--- config.mk ---
export PLATFORM = sky130hd
export DESIGN_NAME = mem_stage_sram_ctrl_flat
export DESIGN_NICKNAME = d
export VERILOG_FILES = /design/src/rtl/arm_mem_pkg.sv /design/src/rtl/mem_stage_sram_ctrl_if.sv /design/src/rtl/sram_wait_counter.sv /design/src/rtl/mem_stage_sram_ctrl.sv /design/src/flat_wrapper.sv
export SDC_FILE = /design/constraint.sdc
export NUM_CORES = 1
export LEC_CHECK = 0
export BUFFER_PORTS_ARGS = -buffer_cell sky130_fd_sc_hd__buf_2
export CAP_MARGIN = 15
export CORE_ASPECT_RATIO = 0.5
export CORE_MARGIN = 2
export CORE_UTILIZATION = 30
export CTS_CLUSTER_DIAMETER = 60
export DETAILED_ROUTE_END_ITERATION = 12
export HOLD_SLACK_MARGIN = 0.02
export SLEW_MARGIN = 20
export SYNTH_ARGS = -nofsm -noshare
export SYNTH_HDL_FRONTEND = slang
export SYNTH_SLANG_ARGS = --single-unit
--- constraint.sdc ---
create_clock -name clk -period 2.4 [get_ports clk]
set_input_delay 0.72 -clock clk [delete_from_list [all_inputs] [get_ports clk]]
set_output_delay 0.72 -clock clk [all_outputs]
set_load 0.005 [all_outputs]
--- src/rtl/arm_mem_pkg.sv ---
// Shared types and constants for the memory-stage SRAM controller.
package arm_mem_pkg;
    typedef enum logic [1:0] {
        IDLE = 2'd0,
        LO   = 2'd1,
        HI   = 2'd2,
        DONE = 2'd3
    } mem_state_t;

    localparam int          SRAM_AW           = 18;
    localparam int          SRAM_DW           = 16;
    localparam logic [31:0] DEFAULT_BASE_ADDR = 32'd1024;
endpackage

--- src/rtl/mem_stage_sram_ctrl_if.sv ---
// SRAM bus between the memory-stage controller and the off-chip SRAM / DQ pad buffer.
interface mem_stage_sram_ctrl_if;
    import arm_mem_pkg::*;

    logic [SRAM_AW-1:0] sram_addr;
    logic [SRAM_DW-1:0] sram_dq_out;
    logic               sram_dq_oe;
    logic [SRAM_DW-1:0] sram_dq_in;
    logic               sram_we_n;

    modport master (
        output sram_addr,
        output sram_dq_out,
        output sram_dq_oe,
        output sram_we_n,
        input  sram_dq_in
    );

    modport slave (
        input  sram_addr,
        input  sram_dq_out,
        input  sram_dq_oe,
        input  sram_we_n,
        output sram_dq_in
    );
endinterface

--- src/rtl/sram_wait_counter.sv ---
// Counts the cycles a half-access is held on the SRAM bus; last marks the final one.
module sram_wait_counter #(
    parameter int WAIT_CYCLES = 2
) (
    input  logic       clk,
    input  logic       rst,
    input  logic       clr,
    input  logic       en,
    output logic [2:0] count,
    output logic       last
);
    always_ff @(posedge clk) begin
        if (!rst) begin
            count <= 3'd0;
        end else if (clr) begin
            count <= 3'd0;
        end else if (en) begin
            count <= count + 3'd1;
        end
    end

    assign last = (count == 3'(WAIT_CYCLES - 1));
endmodule

--- src/rtl/mem_stage_sram_ctrl.sv ---
// Memory-stage controller: each 32-bit load/store becomes two 16-bit SRAM accesses
// while ready is held low to freeze the pipeline.
module mem_stage_sram_ctrl
    import arm_mem_pkg::*;
#(
    parameter int          WAIT_CYCLES = 2,
    parameter logic [31:0] BASE_ADDR   = DEFAULT_BASE_ADDR
) (
    input  logic                  clk,
    input  logic                  rst,
    input  logic [31:0]           ALU_res,
    input  logic [31:0]           Val_Rm,
    input  logic                  Mem_R_EN,
    input  logic                  Mem_W_EN,
    output logic                  ready,
    output logic [31:0]           read_data,
    mem_stage_sram_ctrl_if.master sram,
    output mem_state_t            dbg_state
);
    mem_state_t         state, next_state;
    logic               req, wr_q, op_wr;
    logic               cnt_clr, cnt_en, cnt_last;
    logic [2:0]         cnt;
    logic [31:0]        offs;
    logic [16:0]        word;
    logic [SRAM_AW-1:0] addr_d;
    logic [SRAM_DW-1:0] dq_d;
    logic               oe_d, we_n_d;
    logic               unused_bits;

    assign req         = Mem_R_EN | Mem_W_EN;
    assign offs        = ALU_res - BASE_ADDR;
    assign word        = offs[18:2];
    assign unused_bits = ^{offs[31:19], offs[1:0], cnt};
    assign dbg_state   = state;

    // ready is an advance/stall flag, not a handshake: low freezes every pipeline
    // register and the PC; an idle request lowers it combinationally in the same cycle.
    assign ready = (state == IDLE) ? !req : (state == DONE);

    // Write-vs-read must be known on the accepting edge, before wr_q is loaded.
    assign op_wr = (state == IDLE) ? Mem_W_EN : wr_q;

    sram_wait_counter #(.WAIT_CYCLES(WAIT_CYCLES)) u_wait (
        .clk   (clk),
        .rst   (rst),
        .clr   (cnt_clr),
        .en    (cnt_en),
        .count (cnt),
        .last  (cnt_last)
    );

    always_comb begin
        next_state = state;
        cnt_clr    = 1'b0;
        cnt_en     = 1'b0;
        case (state)
            IDLE: if (req) begin
                next_state = LO;
                cnt_clr    = 1'b1;
            end
            LO: if (cnt_last) begin
                next_state = HI;
                cnt_clr    = 1'b1;
            end else begin
                cnt_en = 1'b1;
            end
            HI: if (cnt_last) begin
                next_state = DONE;
                cnt_clr    = 1'b1;
            end else begin
                cnt_en = 1'b1;
            end
            DONE: begin
                next_state = IDLE;
                cnt_clr    = 1'b1;
            end
            default: next_state = IDLE;
        endcase
    end

    // Bus values for the coming cycle, registered so they change only at boundaries.
    always_comb begin
        addr_d = '0;
        dq_d   = '0;
        oe_d   = 1'b0;
        we_n_d = 1'b1;
        if (next_state == LO || next_state == HI) begin
            addr_d = {word, (next_state == HI)};
            if (op_wr) begin
                oe_d   = 1'b1;
                we_n_d = 1'b0;
                dq_d   = (next_state == HI) ? Val_Rm[31:16] : Val_Rm[15:0];
            end
        end
    end

    always_ff @(posedge clk) begin
        if (!rst) begin
            state            <= IDLE;
            wr_q             <= 1'b0;
            read_data        <= '0;
            sram.sram_addr   <= '0;
            sram.sram_dq_out <= '0;
            sram.sram_dq_oe  <= 1'b0;
            sram.sram_we_n   <= 1'b1;
        end else begin
            state <= next_state;
            if (state == IDLE && req) begin
                wr_q <= Mem_W_EN;
            end
            if (!wr_q && cnt_last) begin
                if (state == LO) read_data[15:0]  <= sram.sram_dq_in;
                if (state == HI) read_data[31:16] <= sram.sram_dq_in;
            end
            sram.sram_addr   <= addr_d;
            sram.sram_dq_out <= dq_d;
            sram.sram_dq_oe  <= oe_d;
            sram.sram_we_n   <= we_n_d;
        end
    end
endmodule

--- src/flat_wrapper.sv ---
// flat-port wrapper written by rule: the top's interface ports become plain ports
module mem_stage_sram_ctrl_flat import arm_mem_pkg::*;
#(
    parameter int          WAIT_CYCLES = 2,
    parameter logic [31:0] BASE_ADDR   = DEFAULT_BASE_ADDR
)
  (clk, rst, ALU_res, Val_Rm, Mem_R_EN, Mem_W_EN, ready, read_data, dbg_state, sram_sram_addr, sram_sram_dq_out, sram_sram_dq_oe, sram_sram_we_n, sram_sram_dq_in);
  mem_stage_sram_ctrl_if sram_i ();
  input  logic clk;
  input  logic rst;
  input  logic [31:0] ALU_res;
  input  logic [31:0] Val_Rm;
  input  logic Mem_R_EN;
  input  logic Mem_W_EN;
  output logic ready;
  output logic [31:0] read_data;
  output mem_state_t dbg_state;
  output wire logic [$bits(sram_i.sram_addr)-1:0] sram_sram_addr;
  output wire logic [$bits(sram_i.sram_dq_out)-1:0] sram_sram_dq_out;
  output wire logic [$bits(sram_i.sram_dq_oe)-1:0] sram_sram_dq_oe;
  output wire logic [$bits(sram_i.sram_we_n)-1:0] sram_sram_we_n;
  input wire logic [$bits(sram_i.sram_dq_in)-1:0] sram_sram_dq_in;
  assign sram_sram_addr = sram_i.sram_addr;
  assign sram_sram_dq_out = sram_i.sram_dq_out;
  assign sram_sram_dq_oe = sram_i.sram_dq_oe;
  assign sram_sram_we_n = sram_i.sram_we_n;
  assign sram_i.sram_dq_in = sram_sram_dq_in;
  mem_stage_sram_ctrl #(.WAIT_CYCLES(WAIT_CYCLES), .BASE_ADDR(BASE_ADDR)) u_core (.clk(clk), .rst(rst), .ALU_res(ALU_res), .Val_Rm(Val_Rm), .Mem_R_EN(Mem_R_EN), .Mem_W_EN(Mem_W_EN), .ready(ready), .read_data(read_data), .sram(sram_i), .dbg_state(dbg_state));
endmodule
== Yosys cells after proc, flatten, opt, wreduce, memory -nomap -nowiden ==
Index checks and enable logic that the tools add are counted.

* $add $sub $neg: 2
* Eq/ne operators: 6
* Muxes and demuxes: 14
* Bitwise operators: 2
* Reduce and logical (&&, ||, !) cells: 12

{| class="wikitable"
|+ Operator list
! kind !! count
|-
| $sub A19 B11 Y19 const B || 1
|-
| $mux W16 || 1
|-
| $mux W1 || 8
|-
| $pmux W2 S4 || 1
|-
| $eq A2 B2 Y1 const B || 3
|-
| $mux W2 || 3
|-
| $reduce_and A2 Y1 || 3
|-
| $eq A2 B1 Y1 const B || 2
|-
| $reduce_or A2 Y1 || 2
|-
| $add A3 B1 Y3 const B || 1
|-
| $eq A3 B1 Y1 const B || 1
|-
| $pmux W1 S3 || 1
|-
| $reduce_and A3 Y1 || 1
|-
| $logic_and A1 B1 Y1 || 2
|-
| $logic_not A1 Y1 || 2
|-
| $logic_not A2 Y1 || 1
|-
| $logic_or A1 B1 Y1 || 1
|-
| $not A1 Y1 || 1
|-
| $or A1 B1 Y1 || 1
|}

* Bits in registers: 74
* Input port bits: 84
* Output and inout bits: 71
* Logic and storage cells: 45

== Depth between registers and ports, before layout ==
Gate-level depths: netlist of the first run.

* Word-level depth: 6
* Gate-level depth with buffers: 10
* Mapped depth without buffers: 9

== Hierarchy ==
A second synthesis of the first run with hierarchy kept.

* Cells, all modules: 306
* Area, all modules: 2,856.5 um^2

{| class="wikitable"
|+ Modules (own cells, without submodules)
! module !! times used !! cells each !! area each (um^2) !! seq. area each (um^2)
|-
| mem_stage_sram_ctrl || 1 || 291 || 2,701.3 || 1,421.4
|-
| sram_wait_counter || 1 || 15 || 155.1 || 60.1
|}

== Worst setup path after synthesis of the first run ==
OpenSTA, ideal clock, no wires.

* Path kind: input to register
* Start point: in Mem_W_EN
* End point: reg u_core.sram.sram_dq_out[0]
* Setup time: 127 ps
* Arrival time: 2,357 ps
* Required time: 2,273 ps
* Path slack: -84 ps
* Stages: 8
* Path buffers: 2
* Cells stage by stage: nor3b_1 -> a21oi_1 -> o21ai_0 -> ha_1 -> clkbuf_1 -> buf_2 -> mux2i_1 -> nor2_1

* Longest elaborated chain between the ends: 6
* Elaborated cells on any way between the ends: 9
* Those cells by class: 2 x eq/ne; 4 x mux; 1 x bitwise; 2 x reduce/logical

{| class="wikitable"
|+ Ends and longest elaborated chain
! what !! line !! source
|-
| start: declaration || flat_wrapper.sv:14 || <nowiki>input logic Mem_W_EN;</nowiki>
|-
| $or A1 B1 Y1 || mem_stage_sram_ctrl.sv:31 || <nowiki>assign req = Mem_R_EN | Mem_W_EN;</nowiki>
|-
| $mux W2 || mem_stage_sram_ctrl.sv:58 || <nowiki>IDLE: if (req) begin</nowiki>
|-
| $pmux W2 S4 || mem_stage_sram_ctrl.sv:57 || <nowiki>case (state)</nowiki>
|-
| $eq A2 B1 Y1 / $eq A2 B2 Y1 (equally long branches) || mem_stage_sram_ctrl.sv:88, mem_stage_sram_ctrl.sv:93 ||
|-
| $logic_or A1 B1 Y1 || mem_stage_sram_ctrl.sv:88 || <nowiki>if (next_state == LO || next_state == HI) begin</nowiki>
|-
| $reduce_and A3 Y1 (no source line) || -- ||
|-
| end signal: assignment || mem_stage_sram_ctrl.sv:117 || <nowiki>sram.sram_dq_out <= dq_d;</nowiki>
|-
| end: declaration || mem_stage_sram_ctrl_if.sv:13 || <nowiki>output sram_dq_out,</nowiki>
|}

Several ways; a longest one is shown, not always the timed one.
A chain may end at the register's enable or synchronous reset.

== Worst setup path after layout of the first run ==
* Start point: reg u_core.state[1], in the netlist u_core.dbg_state[1]
* End point: out ready

* Longest elaborated chain between the ends: 2
* Elaborated cells on any way between the ends: 3
* Those cells by class: 1 x eq/ne; 1 x mux; 1 x reduce/logical

{| class="wikitable"
|+ Ends and longest elaborated chain
! what !! line !! source
|-
| start: declaration || mem_stage_sram_ctrl.sv:20 || <nowiki>mem_state_t state, next_state;</nowiki>
|-
| start signal: assignment || mem_stage_sram_ctrl.sv:108 || <nowiki>state <= next_state;</nowiki>
|-
| $eq A2 B2 Y1 / $logic_not A2 Y1 (equally long branches) || mem_stage_sram_ctrl.sv:39 || <nowiki>assign ready = (state == IDLE) ? !req : (state == DONE);</nowiki>
|-
| $mux W1 * || mem_stage_sram_ctrl.sv:39 ||
|-
| end: declaration || flat_wrapper.sv:15 || <nowiki>output logic ready;</nowiki>
|}

Mark *: on every way between the ends. The rest lies on a longest branch, timed or not.

==> run metrics, run 1 <==
Pre-Repair DR Iteration Count=4; Bufs and invs on worst path=3; setup violators final=0; fin nets=roughly 540; ys async rst share=0%; Worst R2R End=u_core.sram.sram_addr[16]$_SDFF_PN0_; number of nets with antenna violations after routing=0; RePlAce Congestion=approximately 0.79; worst slack, placed=0.0926 ns; Die ar.=approximately 10000 sq um; vias in the first global route=between 2k and 2.5k; Fmax=around 0.44 GHz; min-delay worst type=flip-flop to flip-flop; Rows=24; Hold EP=u_core.read_data[21]$_SDFFE_PN0P_; top cell type's share of synthesized area=a little over half; clock network power share=roughly 40%; clk buf depth=2; Compound-Gate Fraction of Synth Area=a little under an eighth; ys flop type=dfxtp_1; hold path startpoint=u_core.read_data[21]$_SDFFE_PN0P_; number of flops mapped to enable cells by yosys=0; synthesized net count=400; P_leak=approximately 1.8 nW; largest family of logic cells by synthesized area=simple AND/OR/NAND/NOR gates; peak fanout along the critical path=7; htree depth=3; DRC viols=0; Num CTS Buffers=9; Comb power frac=between 10% and 20%; Ys Warns=0; cell count after synthesis=around 310; Final Max Slew Viols=0; final WL=just under 7000 um; status=finished clean; Worst Hold Path Cells=2; initial antenna violation count=0; DP HPWL=between 5000 and 6000 um; via/cell ratio=4.43; share of layout cells above drive strength 1=38.3%; Reg2Reg Depth=9; DR WL/cell=11.9 um; area leader, netlist=dfxtp_1; startpoint types=flip-flop; GR Overflow Total=0; post-synthesis mux area share=6.46%; CP max stage delay=around 0.35 ns; list of most frequent post-synthesis cells=dfxtp_1, nand2_1, o21ai_0; slew margin rel.=around four fifths; dpl cell area=3720 sq um; period utilization=approximately 94%; synthesized cell area=approximately 2800 sq um; minimum clock period=approximately 2.3 ns; endpoints failing hold=0; crit path cell chain=inv_1 > ha_1 > nor3b_1 > buf_4 > a21o_1 > buf_2; Vias=about 2.5k; sequential element share of the synthesized area=52.8%; crit path DAT=1.54 ns; Yosys reg bits=between 70 and 80; Clk Latency, worst-skew pair=between 0.3 and 0.4 ns; synthesized area per cell=about 9 sq um; launching point of the worst reg2reg path=u_core.u_wait.count[0]$_SDFFE_PP0P_; most frequent cell after synthesis=dfxtp_1; Synth Area in Adders=under 10%; # hold bufs at CTS=0; CORE AREA=8890 sq um; delay-heaviest family, CP=buffers and inverters; Switch Pwr=around 0.73 mW; Worst Path Required=1.68 ns; Clock Pin Slew Worst Setup and Hold Paths=about 0.060 ns; Critical-path top delay cell=dfxtp_2; top cells by area, synth=dfxtp_1, o21ai_0, mux2i_1, nand3_1, nand2_1; Total Neg Setup Slack=0 ns; sequential fraction of design power=between 40% and 50%; Worst-Margin Slew=0.318 ns; # port buffers=139; xor-xnor portion of the synthesized cell area=less than 1%; initial core utilization=approximately a third; CTS root buf=clkbuf_16; number of max-cap violations=0; Die H=about 72 um; number of fill cells=~900; largest net degree at the start of global routing=33; Simple-Gate Fraction of Synth Area=a little over a fifth; Setup CP Type=flip-flop to primary output; VDD IR max=around 0.00034 V; Tot Pwr=approximately 3.0 mW; Die W=between 100 and 150 um; crit path capture type=primary output; sw frac=approximately a quarter; RSZ-0062 raised after global routing=false; Unique masters post-synth=37; n_diodes=0; gr usage total=a little over an eighth; CTS sink cnt=74; Final Cell Area=about 4000 sq um; first-pass GRT wire length=around 11000 um; final worst slack=about 0.14 ns; P_int=approximately 2.3 mW; Clock Skew=~0.0055 ns; Detailed Route Iter0 Violations=64; Area growth, synth to finish=42.4%; pwr dens=752 nW/um^2; reg2reg setup slack=0.28 ns; TritonCTS clock tree=yes; num ports=approximately 160
how the worst max path moves through the flow:
stage,startpoint,endpoint,slack (ns),cells after the start
after CTS,u_core.dbg_state[1]$_SDFF_PN0_,ready,0.07,6
final,u_core.dbg_state[1]$_SDFF_PN0_,ready,0.14,6
after floorplan,Mem_W_EN,u_core.sram.sram_dq_out[0]$_SDFF_PN0_,0.09,8
after global placement,Mem_W_EN,u_core.sram.sram_addr[16]$_SDFF_PN0_,0.06,9
after global routing,u_core.dbg_state[1]$_SDFF_PN0_,ready,0.04,6
after detailed placement,Mem_W_EN,u_core.sram.sram_addr[16]$_SDFF_PN0_,0.09,9
sequential cells by signal, indices dropped and copies added, names as in the netlist:
signal and cells:
u_core.u_wait.count 3, u_core.wr_q 1, u_core.read_data 32, u_core.sram.sram_we_n 1, u_core.sram.sram_dq_oe 1, u_core.dbg_state 2
u_core.sram.sram_dq_out 16, u_core.sram.sram_addr 18
layout by cell type, fill, tap and decap left out, drive strengths merged, types with 2 or more instances in the layout:
| cell | instances |
|---|---|
| a22oi | 2 |
| clkinv | 3 |
| and2 | 9 |
| or3 | 5 |
| clkbuf | 11 |
| nor2b | 3 |
| a21oi | 8 |
| or4 | 3 |
| nor2 | 21 |
| ha | 9 |
| buf | 150 |
| inv | 8 |
| o21ai | 36 |
| clkinvlp | 2 |
| o31ai | 3 |
| nor4bb | 2 |
| nand2 | 37 |
| mux2i | 17 |
| nand3 | 32 |
| dfxtp | 74 |
| nand2b | 5 |
| nor3b | 2 |
per-layer routing:
metal | global-route usage [%] | share of wire (%) | wire, um
met3 | 5.02 | 5.7 | 389
met1 | 15.8 | 44 | 2990
met4 | 3.33 | 0.68 | 46
met2 | 23.4 | 50 | 3390
met5 | 0 | 0 | 0
final cells by class:
| class | count | area, sq um | share of cell area (%) |
|---|---|---|---|
| sequential | 74 | 1480 | 37.1 |
| clock buffer | 11 | 243 | 6.07 |
| multi-input combinational | 206 | 1250 | 31.2 |
| timing repair buffer | 150 | 816 | 20.4 |
| clock inverter | 5 | 30.0 | 0.751 |
| inverter | 8 | 30.0 | 0.751 |
| tap | 117 | 146 | 3.66 |
logic make-up after synthesis:
logic type | after synthesis
AOI/OAI and AO/OA | 56
DFF | 74
adders and majority gates | 9
xor gates and xnor gates | 1
muxes | 18
buffers and inverters | 27
and+or+nand+nor | 122
power groups by stage:
stage                     Clock [mW]  Sequential (mW)  Combinational [mW]
after global placement             0             1.37               0.465
after floorplan                    0             1.39               0.204
final                           1.20             1.34               0.461
after CTS                       1.25             1.35               0.468
after detailed placement           0             1.37               0.466
after global routing            1.30             1.35               0.515
worst register-to-register path: cells and delay by family, from the launching register on:
family                   cells  cell delay, ns
AO/OA/AOI/OAI                3            0.61
adder cells (fa/ha/maj)      2            0.54
buffers and inverters        1            0.16
flip-flops                   1            0.37
AND/OR/NAND/NOR              3            0.37
metrics by stage:
step	cells	util, %	hold slack, ns
after floorplan	307	-	0.452
after global placement	555	41.9	0.441
after detailed placement	555	41.9	0.449
after CTS	571	44.9	0.457
after global routing	571	45.0	0.480
final	571	45.0	0.454
what timing repair did:
action	4_1_cts	5_1_grt
buffers inserted	0	0
setup endpoints to repair	0	1
resized for setup	0	1
Power figures use the tool's default switching activity.
==> run 2, diff against run 1 <==
--- a/config.mk
+++ b/config.mk
@@ -5,13 +5,13 @@
 export SDC_FILE = /design/constraint.sdc
 export NUM_CORES = 1
 export LEC_CHECK = 0
-export BUFFER_PORTS_ARGS = -buffer_cell sky130_fd_sc_hd__buf_2
 export CAP_MARGIN = 15
 export CORE_ASPECT_RATIO = 0.5
 export CORE_MARGIN = 2
 export CORE_UTILIZATION = 30
 export CTS_CLUSTER_DIAMETER = 60
 export DETAILED_ROUTE_END_ITERATION = 12
+export DONT_BUFFER_PORTS = 1
 export HOLD_SLACK_MARGIN = 0.02
 export SLEW_MARGIN = 20
 export SYNTH_ARGS = -nofsm -noshare
==> run metrics, run 2 (synthesis results as in run 1) <==
GR peak layer=met2; Clock Pin Slew Worst Setup and Hold Paths=~0.06 ns; setup violators final=0; dpl cell area=2990 sq um; post_cts resized=0; Final Max Slew Viols=0; n_diodes=0; Pre-Repair DR Iteration Count=4; vias in the first global route=1983; met3 Use GR=under 10%; highest-count cells in the layout ignoring fill and taps=dfxtp_1, nand2_1, o21ai_0, nand3_1, nor2_1; num ports=approximately 160; crit path DAT=about 2.4 ns; final WL=6350 um; DR WL/cell=between 10 and 15 um; number of max-cap violations=0; share of layout cells above drive strength 1=10.8%; Num CTS Buffers=9; gr usage total=about an eighth; multi-input logic area=1250 sq um; hold path startpoint=ALU_res[10]; Vias=2057; crit path capture type=flip-flop; status=finished clean; CTS sink cnt=74; Rows=24; DP HPWL=approximately 4500 um; # port buffers=0; commonest non-fill, non-tap cell in the layout=dfxtp_1; Die ar.=around 10000 sq um; Area growth, synth to finish=17.4%; first-pass GRT wire length=approximately 10000 um; GR Overflow Total=0; largest net degree at the start of global routing=72; initial antenna violation count=0; fin nets=403; Detailed Route Iter0 Violations=roughly 120; launching point of the worst reg2reg path=u_core.dbg_state[1]$_SDFF_PN0_; Top reg by flops=u_core.read_data; startpoint types=flip-flop; Clk Latency, worst-skew pair=roughly 0.32 ns; VDD IR max=roughly 0.00033 V; Die W=approximately 140 um; DRC viols=0; htree depth=3; CTS root buf=clkbuf_16; period utilization=88.4%; TritonCTS clock tree=yes; min-delay worst type=primary input to flip-flop; pwr dens=895 nW/um^2; Worst-Margin Slew=approximately 0.33 ns; P_leak=roughly 1.2 nW; clk buf depth=2; RePlAce Congestion=around 0.77; minimum clock period=between 2 and 2.5 ns; number of fill cells=between 900 and 1k; number of nets with antenna violations after routing=0; endpoints failing hold=0; via/cell ratio=4.77; Fmax=about 0.47 GHz; top flop regs=u_core.read_data (32), u_core.sram.sram_addr (18), u_core.sram.sram_dq_out (16); peak fanout along the critical path=7; Final Cell Area=3300 sq um; CORE AREA=slightly below 9000 sq um; met1 Use GR=14.9%; grt met2 use=around 20%; initial core utilization=around a third; RSZ-0062 raised after global routing=false; Largest register FFs=32; Total Neg Setup Slack=0 ns; register area=approximately 1500 sq um; Worst Path Required=about 2.7 ns; Die H=a little over 70 um; Clock Skew=0.00344 ns; crit path from=u_core.dbg_state[1]$_SDFF_PN0_; Setup CP Type=flip-flop to flip-flop; slew margin rel.=about 78%
==> run 2: final timing paths <==
check | to | slack (ns) | cells after the start
max | u_core.sram.sram_addr[6]$_SDFF_PN0_ | 0.28 | 10
min | u_core.sram.sram_addr[9]$_SDFF_PN0_ | 0.46 | 1
max reg2reg | u_core.sram.sram_addr[6]$_SDFF_PN0_ | 0.28 | 10
min reg2reg | u_core.read_data[27]$_SDFFE_PN0P_ | 0.48 | 2
==> run 2: timing repair <==
item | in CTS | in global routing
setup endpoints to repair | 0 | 1
setup buffers | 0 | 2
hold buffers | 0 | 0
==> run 2: through the flow <==
stage	utilization [%]	instances	total power, mW	setup WS, ns	hold WS [ns]
finish	37.1	431	2.95	0.278	0.463
global route	37.1	431	3.12	0.0654	0.452
CTS	36.9	429	3.00	0.201	0.447
detailed placement	33.6	414	1.67	0.124	0.474
global placement	33.6	414	1.66	0.105	0.465
floorplan	-	307	1.59	0.0877	0.452
==> run 2: power breakdown <==
| group | leakage, nW | switching, mW | internal [mW] | total, mW |
|---|---|---|---|---|
| Clock | 0.140 | 0.481 | 0.822 | 1.30 |
| Sequential | 0.601 | 0.0517 | 1.32 | 1.37 |
| Combinational | 0.458 | 0.147 | 0.129 | 0.276 |
| Total | 1.20 | 0.680 | 2.27 | 2.95 |
==> run 2: cell type report <==
cell class	count	share of cell area (%)
Clock inverter	5	1.67
Sequential cell	74	45.0
Tap cell	117	4.44
Clock buffer	10	7.25
Timing Repair Buffer	11	2.89
Inverter	8	0.911
Multi-Input combinational cell	206	37.9
==> run 2: critical path, cell delays in order, from the launching register on <==
cell      delay [ns]
dfxtp_1         0.30
buf_4           0.15
ha_1            0.19
or2_2           0.27
o221ai_1        0.18
nand2_1         0.10
ha_1            0.29
nor2b_1         0.17
buf_4           0.15
buf_4           0.14
and2_1          0.12
==> run 2: layer usage <==
metal  wire length [um]  share of wire, %  up-vias
met5                  0                 0        -
met4                 91               1.4        0
met3                473               7.4        8
met2               2970                47       62
met1               2810                44      929
li1                   -                 -     1058
